--- config.mk ---
export PLATFORM = sky130hd
export DESIGN_NAME = montgomery_cios_serial
export DESIGN_NICKNAME = d
export VERILOG_FILES = /design/src/rtl/montgomery_cios_serial.sv
export SDC_FILE = /design/constraint.sdc
export NUM_CORES = 2
export LEC_CHECK = 0
export CAP_MARGIN = 20
export CORE_ASPECT_RATIO = 1.2
export CORE_UTILIZATION = 60
export DETAILED_ROUTE_END_ITERATION = 7
export PLACE_DENSITY_LB_ADDON = 0.25
export SKIP_LAST_GASP = 1
export SLEW_MARGIN = 30
export SYNTH_ARGS = -nofsm -noshare
export SYNTH_HDL_FRONTEND = slang
export SYNTH_SLANG_ARGS = --single-unit
--- constraint.sdc ---
create_clock -name clk_i -period 31 [get_ports clk_i]
set_clock_uncertainty 0.1 [all_clocks]
set_input_delay 6.2 -clock clk_i [delete_from_list [all_inputs] [get_ports clk_i]]
set_output_delay 6.2 -clock clk_i [all_outputs]
set_load 0.02 [all_outputs]
--- src/rtl/montgomery_cios_serial.sv ---
// Word-serial CIOS Montgomery multiplier: result = a * b * 2^(-DATA_LENGTH) mod m.
// One BLOCK_LENGTH x BLOCK_LENGTH multiply per cycle, shared by the MUL, QCALC and RED phases.
// Optional build macro MONTGOMERY_FINAL_SUB_EN adds a limb-serial final subtraction (SUB) so result < m.
module montgomery_cios_serial #(
    parameter int DATA_LENGTH  = 64,
    parameter int BLOCK_LENGTH = 16
) (
    input  logic                    clk_i,
    input  logic                    reset_i,
    input  logic                    start_i,
    input  logic [DATA_LENGTH-1:0]  a_i,
    input  logic [DATA_LENGTH-1:0]  b_i,
    input  logic [DATA_LENGTH-1:0]  m_i,
    input  logic [BLOCK_LENGTH-1:0] m_prime_i,
    output logic                    busy_o,
    output logic                    done_o,
    output logic                    error_o,
    output logic [DATA_LENGTH-1:0]  result_o,
    output logic [2:0]              dbg_state
);
    localparam int NUM_BLOCKS = DATA_LENGTH / BLOCK_LENGTH;
    localparam int TW         = DATA_LENGTH + 2 * BLOCK_LENGTH;
    localparam int CW         = $clog2(NUM_BLOCKS);
    localparam int BL         = BLOCK_LENGTH;

    generate
        if ((DATA_LENGTH % BLOCK_LENGTH) != 0 || NUM_BLOCKS < 2) begin : g_bad_cfg
            $error("DATA_LENGTH must be a multiple of BLOCK_LENGTH with at least two blocks");
        end
    endgenerate

    typedef enum logic [2:0] {IDLE, MUL, QCALC, RED, SUB, FINISH} state_t;

`ifdef MONTGOMERY_FINAL_SUB_EN
    localparam state_t AFTER_RED = SUB;
`else
    localparam state_t AFTER_RED = FINISH;
`endif

    // Handshake: a request is taken when start_i is high while busy_o is low (IDLE) and m_i is odd;
    // an even modulus is refused with a one-cycle error_o pulse; done_o marks result_o valid for one cycle.
    state_t              state, state_next;
    logic [DATA_LENGTH-1:0] a_r, b_r, m_r, result;
    logic [BL-1:0]       mp_r, q, carry, carry_next, mul_x, mul_y;
    logic [2*BL-1:0]     prod, acc;
    logic [BL:0]         top;
    logic [TW-1:0]       t, t_next;
    logic [CW-1:0]       i_cnt, j_cnt;
    logic                error_r, accept, j_last, i_last;
    int                  jb, ib;

    assign accept = (state == IDLE) && start_i && m_i[0];
    assign j_last = (j_cnt == CW'(NUM_BLOCKS - 1));
    assign i_last = (i_cnt == CW'(NUM_BLOCKS - 1));
    assign jb     = int'(j_cnt) * BL;
    assign ib     = int'(i_cnt) * BL;

    assign busy_o    = (state != IDLE);
    assign done_o    = (state == FINISH);
    assign error_o   = error_r;
    assign result_o  = result;
    assign dbg_state = state;

    // Operand select for the single shared limb multiplier
    always_comb begin
        mul_x = a_r[jb +: BL];
        mul_y = b_r[ib +: BL];
        if (state == QCALC) begin
            mul_x = t[BL-1:0];
            mul_y = mp_r;
        end else if (state == RED) begin
            mul_x = m_r[jb +: BL];
            mul_y = q;
        end
    end

    assign prod = {{BL{1'b0}}, mul_x} * {{BL{1'b0}}, mul_y};

    // Accumulator update: multiply-accumulate in MUL, reduce-and-shift in RED
    always_comb begin
        t_next     = t;
        carry_next = carry;
        acc        = '0;
        top        = '0;
        case (state)
            IDLE: begin
                t_next     = '0;
                carry_next = '0;
            end
            MUL: begin
                acc = {{BL{1'b0}}, t[jb +: BL]} + prod + {{BL{1'b0}}, carry};
                t_next[jb +: BL] = acc[BL-1:0];
                carry_next = acc[2*BL-1:BL];
                if (j_last) begin
                    top = {1'b0, t[NUM_BLOCKS*BL +: BL]} + {1'b0, carry_next};
                    t_next[NUM_BLOCKS*BL +: BL]     = top[BL-1:0];
                    t_next[(NUM_BLOCKS+1)*BL +: BL] = {{(BL-1){1'b0}}, top[BL]};
                    carry_next = '0;
                end
            end
            RED: begin
                // Limb j is written one position down, which folds the shift into the write
                acc = {{BL{1'b0}}, t[jb +: BL]} + prod + {{BL{1'b0}}, carry};
                if (j_cnt != '0) t_next[jb - BL +: BL] = acc[BL-1:0];
                carry_next = acc[2*BL-1:BL];
                if (j_last) begin
                    top = {1'b0, t[NUM_BLOCKS*BL +: BL]} + {1'b0, carry_next};
                    t_next[(NUM_BLOCKS-1)*BL +: BL] = top[BL-1:0];
                    t_next[NUM_BLOCKS*BL +: BL] = t[(NUM_BLOCKS+1)*BL +: BL] + {{(BL-1){1'b0}}, top[BL]};
                    t_next[(NUM_BLOCKS+1)*BL +: BL] = '0;
                    carry_next = '0;
                end
            end
            default: ;
        endcase
    end

`ifdef MONTGOMERY_FINAL_SUB_EN
    logic [DATA_LENGTH-1:0] d, d_next;
    logic [BL:0]            diff;
    logic                   borrow, borrow_next, use_diff;

    // Limb-serial t - m with borrow chain; the difference is kept only if t >= m
    always_comb begin
        d_next      = d;
        borrow_next = borrow;
        diff        = '0;
        if (state == IDLE) begin
            borrow_next = 1'b0;
        end else if (state == SUB) begin
            diff = {1'b0, t[jb +: BL]} - {1'b0, m_r[jb +: BL]} - {{BL{1'b0}}, borrow};
            d_next[jb +: BL] = diff[BL-1:0];
            borrow_next = diff[BL];
        end
        use_diff = (t[NUM_BLOCKS*BL +: BL] != '0) || !borrow_next;
    end

    // Subtraction state registers
    always_ff @(posedge clk_i) begin
        if (reset_i) begin
            d      <= '0;
            borrow <= 1'b0;
        end else begin
            d      <= d_next;
            borrow <= borrow_next;
        end
    end
`endif

    // Next-state logic
    always_comb begin
        state_next = state;
        case (state)
            IDLE:   if (accept) state_next = MUL;
            MUL:    if (j_last) state_next = QCALC;
            QCALC:  state_next = RED;
            RED:    if (j_last) state_next = i_last ? AFTER_RED : MUL;
            SUB:    if (j_last) state_next = FINISH;
            FINISH: state_next = IDLE;
            default: state_next = IDLE;
        endcase
    end

    // State, counters, operand latches, accumulator and result registers
    always_ff @(posedge clk_i) begin
        if (reset_i) begin
            state   <= IDLE;
            a_r     <= '0;
            b_r     <= '0;
            m_r     <= '0;
            mp_r    <= '0;
            q       <= '0;
            t       <= '0;
            carry   <= '0;
            i_cnt   <= '0;
            j_cnt   <= '0;
            result  <= '0;
            error_r <= 1'b0;
        end else begin
            state   <= state_next;
            t       <= t_next;
            carry   <= carry_next;
            error_r <= (state == IDLE) && start_i && !m_i[0];
            if (accept) begin
                a_r   <= a_i;
                b_r   <= b_i;
                m_r   <= m_i;
                mp_r  <= m_prime_i;
                i_cnt <= '0;
                j_cnt <= '0;
            end
            if (state == MUL || state == RED || state == SUB)
                j_cnt <= j_last ? '0 : j_cnt + CW'(1);
            if (state == RED && j_last)
                i_cnt <= i_last ? '0 : i_cnt + CW'(1);
            if (state == QCALC)
                q <= prod[BL-1:0];
`ifdef MONTGOMERY_FINAL_SUB_EN
            if (state == SUB && j_last)
                result <= use_diff ? d_next : t[DATA_LENGTH-1:0];
`else
            // t < 2m can still overflow DATA_LENGTH bits when m is close to 2^DATA_LENGTH;
            // in that case t > m, and dropping the top bit then adding 2^DL - m gives t - m.
            if (state == RED && j_last && i_last)
                result <= t_next[DATA_LENGTH] ? (t_next[DATA_LENGTH-1:0] - m_r)
                                              : t_next[DATA_LENGTH-1:0];
`endif
        end
    end
endmodule

## Yosys cells after proc, flatten, opt, wreduce, memory -nomap -nowiden

Index checks and enable logic that the tools add are counted.

| operators by class | value |
|---|---|
| add/sub/neg operators | 10 |
| multipliers | 1 |
| div/mod/pow operators | 0 |
| magnitude comparators | 0 |
| eq/ne operators | 12 |
| shift-type cells | 8 |
| multiplexer cells | 24 |
| bitwise operators | 0 |
| reduce and logical (&&, ||, !) cells | 18 |

Operators by type and width:

| cell | number |
|---|---|
| $pmux W96 S3 | 1 |
| $bwmux W96 | 2 |
| $shift A16 B33 Y96 const A | 2 |
| $shiftx A16 B33 Y96 | 2 |
| $shiftx A64 B7 Y16 | 3 |
| $mux W96 | 1 |
| $shiftx A96 B7 Y16 | 1 |
| $mux W16 | 5 |
| $mux W64 | 1 |
| $sub A64 B64 Y64 | 1 |
| $mux W48 | 1 |
| $neg A6 Y33 | 1 |
| $neg A7 Y33 | 1 |
| $add A16 B32 Y32 | 1 |
| $add A32 B16 Y32 | 1 |
| $mul A16 B16 Y32 | 1 |
| $mux W32 | 1 |
| $pmux W16 S2 | 1 |
| $add A16 B16 Y17 | 1 |
| $add A16 B1 Y16 | 1 |
| $mux W3 | 5 |
| $pmux W3 S5 | 1 |
| $mux W2 | 5 |
| $ne A2 B2 Y1 const B | 4 |
| other kinds (16) | 29 |

| storage, ports and cells | value |
|---|---|
| register bits after elaboration | 408 |
| bits in latches | 0 |
| RAM bits | 0 |
| bits in read-only memories | 0 |
| bits of input ports | 211 |
| output and inout port bits | 70 |
| word-level logic and storage cells | 86 |
| memories | 0 |

## Depth between registers and ports, before layout

| depth | value |
|---|---|
| depth in word-level cells | 13 |
| gate-level depth with buffers | 63 |
| depth with buffers taken out | 60 |

## Least setup slack after synthesis

OpenSTA, ideal clock, no wires.

| timing | value |
|---|---|
| path type | reg2reg |
| from | register state[0], in the netlist dbg_state[0] |
| to | register result[63], in the netlist result_o[63] |
| library setup time | 0.063 ns |
| arrival | 12.656 ns |
| data required time | 30.837 ns |
| path slack | 18.181 ns |
| stages on the path, launching flop included | 57 |
| clock period less this slack | 12.819 ns |
| cell sequence | dfxtp_1 -> buf_2 -> inv_1 -> nor2_1 -> nand2_1 -> clkbuf_1 -> buf_2 -> mux4_2 -> nand2_1 -> a21oi_1 -> a21oi_1 -> nor2_1 -> fa_1 -> inv_1 -> fa_1 -> fa_1 -> fa_1 -> inv_1 -> [... 21 more ...] -> a21oi_1 -> nor2b_1 -> a311oi_1 -> xnor2_1 -> nand2b_1 -> a31o_2 -> a222oi_1 -> inv_1 -> ha_1 -> clkbuf_1 -> a21o_1 -> a21oi_1 -> o21a_1 -> o21ai_0 -> or3_1 -> o2111a_1 -> a21oi_1 -> nand3b_1 |

| on the way | value |
|---|---|
| cells in the longest elaborated chain, start to end | 13 |

Ends and longest elaborated chain:

| what | line | text |
|---|---|---|
| from (decl) | 42 | `state_t state, state_next;` |
| from (signal assigned) | 180 | `state <= state_next;` |
| $eq A3 B2 Y1 | 71, 85 |  |
| $mux W16 | 71 | `end else if (state == RED) begin` |
| $mux W16 | 68 | `if (state == QCALC) begin` |
| $mul A16 B16 Y32 | 77 | `assign prod = {{BL{1'b0}}, mul_x} * {{BL{1'b0}}, mul_y};` |
| $add A16 B32 Y32 | 91, 103 |  |
| $add A32 B16 Y32 | 91, 103 |  |
| $shiftx A16 B33 Y96 | 104 | `if (j_cnt != '0) t_next[jb - BL +: BL] = acc[BL-1:0];` |
| $bwmux W96 | 104 |  |
| $mux W96 | 104 |  |
| $mux W48 | 106 | `if (j_last) begin` |
| $pmux W96 S3 * | 85 | `case (state)` |
| net t_next[57] | 47 | `logic [TW-1:0] t, t_next;` |
| $sub A64 B64 Y64 * | 205 | `result <= t_next[DATA_LENGTH] ? (t_next[DATA_LENGTH-1:0] - m_r)` |
| $mux W64 * | 205 |  |
| to (signal assigned) | 205 |  |
| to (decl) | 43 | `logic [DATA_LENGTH-1:0] a_r, b_r, m_r, result;` |

The timed path passes the listed nets; every way through them passes the cells marked *. The select of a mux whose other input is x is not followed.
A chain may end at the register's enable or synchronous reset.

## Worst setup path after layout

| timing | value |
|---|---|
| from | register state[0], in the netlist dbg_state[0] |
| to | register result[60], in the netlist result_o[60] |

Same word-level chain as after synthesis.

==> results.py <==
metrics = {
    "cts": {
        "hold_buffers": 0,
        "cts_resized": 0,
        "post_cts_buffers": 0,
        "htree_levels": 2,
        "cts.path.max_buffers": 3,
        "clk_latency_ps": 590,
        "path_clk_slew_ps": 60,
        "cts_tree": "done",
        "clockRootBuffer": "clkbuf_16",
        "cts_buffers": 43,
        "cts_num_sinks": 408,
    },
    "min_path": {
        "min_path_type": "reg2reg",
        "min_from": "a_r[60]",
        "hold_depth": 2,
        "whs_endpoint": "a_r[60]",
    },
    "logic_synthesis": {
        "syn_nets": 4815,
        "synth.top_cell.area_share_pct": 24.6,
        "syn_area_um2": 33200,
        "syn-instance-count": 4179,
        "synth_area_leader_cell": "dfxtp_1",
        "synth_common_cells": "724 x nand2_1, 437 x inv_1, 414 x a21oi_1, 408 x dfxtp_1, 404 x nor2_1",
        "syn-mean-instance-area_um2": 7.94,
        "async_reset_ff_share_pct": 0,
        "synth_edf_count": 0,
        "ys.warnings.count": 0,
        "yosysMostFrequentCell": "nand2_1",
        "seq_area_frac_synth_pct": 24.6,
        "synth_ff_type": "dfxtp_1",
        "synth_seq_cells": 408,
        "yosysUniqueCellTypes": 96,
        "yosys-top-cells-area": "dfxtp_1 25%, fa_1 13%, nand2_1 8.2%, ha_1 8.0%, a21oi_1 6.2%",
    },
    "global_route": {
        "grt_pass1_vias": 30300,
        "grt_pass1_wl_um": 177000,
        "grt_usage_pct": 41.5,
        "grt_max_degree": 133,
        "grt-ovfl-total": 0,
        "antenna_found_initial": 3,
    },
    "place": {
        "placed_area_um2": 36400,
        "pre_cts_ws_ps": 16780,
        "dp.final_hpwl_um": 92600,
        "numPortBuffers": 280,
        "place_congestion": 1.04,
    },
    "sta": {
        "slew_viol_final": 0,
        "timing.final.ws_setup_ps": 16430,
        "worstMarginPinSlew_ps": 1110,
        "min_period_ps": 14570,
        "min_period_over_period_pct": 47.0,
        "fmax_mhz": 68.7,
        "grt_setup_unrepaired": "no",
        "setup_viol": 0,
        "tns_ps": 0,
        "maxSlewHeadroom_pct": 25.7,
        "finalHoldViolCount": 0,
    },
    "worst_setup_path": {
        "start_kind": "register",
        "cp_max_fo": 50,
        "cp.required_ps": 31410,
        "crit_path_frequent_cell": "inv_1",
        "endpoint_kind": "register",
        "slowest_stage": "a21oi_1",
        "r2r-end": "result_o[60]",
        "cp_data_arrival_time_ps": 14970,
        "slowest_delay_ps": 750,
        "r2r_slack_ps": 16430,
        "rr_worst_depth": 58,
        "timing.rr.start": "dbg_state[0]",
        "critPathKind": "reg2reg",
    },
    "floorplan": {
        "die_x_um": 217,
        "die_y_um": 260,
        "core_region_area_um2": 54700,
        "die_area_um2": 56200,
        "io_pins": 281,
        "row_count": 94,
        "start_util_pct": 60.6,
    },
    "detailed_routing": {
        "drtIter0Drc": 3835,
        "wl_um": 119000,
        "num_vias": 31900,
        "drc": 1,
        "ant_nets": 0,
        "vias_per_cell": 6.29,
        "firstDrtPassIters": 8,
        "wl_per_cell_um": 23.4,
    },
    "power": {
        "power.density_nw_per_um2": 35.0,
        "peakVddDrop_v": 0.0000400,
        "p_leak_nw": 16.3,
        "finalPower_mw": 1.32,
    },
    "final_layout": {
        "postLayoutCoreUtil_pct": 69.2,
        "area_growth_pct": 14.0,
        "drive_above_1_share_pct": 6.16,
        "nFillCells": 4564,
        "final_nets": 4960,
        "final_area_um2": 37800,
    },
    "outcome": {
        "outcome": "complete, but fails checks",
        "violations": "DRC",
    },
    "run": {
        "cap_violations": 0,
    },
}
==> where the power goes <==
part           internal [mW]  total, mW  switching [mW]
Clock                  0.287      0.512           0.225
Sequential             0.538      0.554          0.0153
Combinational         0.0984      0.257           0.159
Total                  0.924       1.32           0.399
==> worst max path at each step <==
| stage | start | to | slack (ps) | depth (start not counted) |
|---|---|---|---|---|
| final | dbg_state[0] | result_o[60] | 16430 | 58 |
| after global routing | dbg_state[0] | result_o[62] | 15550 | 56 |
| after CTS | dbg_state[0] | result_o[63] | 16730 | 56 |
| after detailed placement | dbg_state[0] | result_o[63] | 16780 | 56 |
| after global placement | dbg_state[0] | result_o[60] | 17130 | 56 |
| after floorplan | dbg_state[0] | result_o[63] | 18180 | 56 |
==> flip-flops by register name, summed over array words and instances, names as in the netlist <==
name       cells
t             96
a_r           64
b_r           64
m_r           64
result_o      64
carry         16
mp_r          16
q             16
dbg_state      3
i_cnt          2
j_cnt          2
error_o        1
==> worst max-delay path, delay by kind of cell (launching register included) <==
kind / cells / cell delay, ps
multiplexers: 1 / 380
flip-flops: 1 / 310
adder cells (fa/ha/maj): 11 / 4800
buffers and inverters: 9 / 1290
AND/OR/NAND/NOR: 16 / 2630
XOR/XNOR: 3 / 500
AO/OA/AOI/OAI: 18 / 4430
==> stage by stage <==
stage | std cells | hold WS, ps
after floorplan | 4179 | 333
after global placement | 4998 | 339
after detailed placement | 4999 | 346
after CTS | 5074 | 354
after global routing | 5077 | 372
final | 5078 | 354
==> cells in the final DEF (no fill, tap or decap), types with 17 or more instances in the layout <==
master / instances
clkbuf_16: 44
o21ai_0: 103
o211ai_1: 17
mux4_2: 64
nand2b_1: 38
dfxtp_1: 407
a31oi_1: 29
clkdlybuf4s50_1: 279
ha_1: 211
o21bai_1: 33
xnor2_1: 73
nand2_1: 723
and2_1: 53
mux2i_1: 21
fa_1: 213
nor2_1: 400
a21o_1: 74
o21a_1: 18
a22o_1: 31
inv_1: 436
a22oi_1: 46
nand4_1: 47
a211oi_1: 49
nor3_1: 70
o21ai_1: 19
buf_4: 61
a221oi_1: 25
xor2_1: 46
a21oi_1: 414
nand3_1: 40
==> cells by family after synthesis <==
logic type	synth area share, %
simple gates	19.4
compound gates	18.9
buf+inv	7.87
fa+ha+maj	20.9
flops	24.6
xor+xnor	3.39
mux	4.98
==> metal layers <==
layer,global-route usage [%],share of wire [%],vias to the layer above
li1,-,-,14400
met1,52.8,37,15200
met2,64.4,45,1957
met3,5.98,9.8,439
met4,30.7,8.6,0
met5,0,0,-
==> layout make-up <==
type	count	area, um2	area share, %
diodes	4	10.0	0.0265
clock buffers	63	1280	3.39
clock inverters	12	88.8	0.235
inverters	439	1650	4.36
multi-input cells	3089	22400	59.3
flip-flops and latches	408	8170	21.6
well taps	720	901	2.38
repair buffers	343	3290	8.69
(Power assumes the default switching activity.)
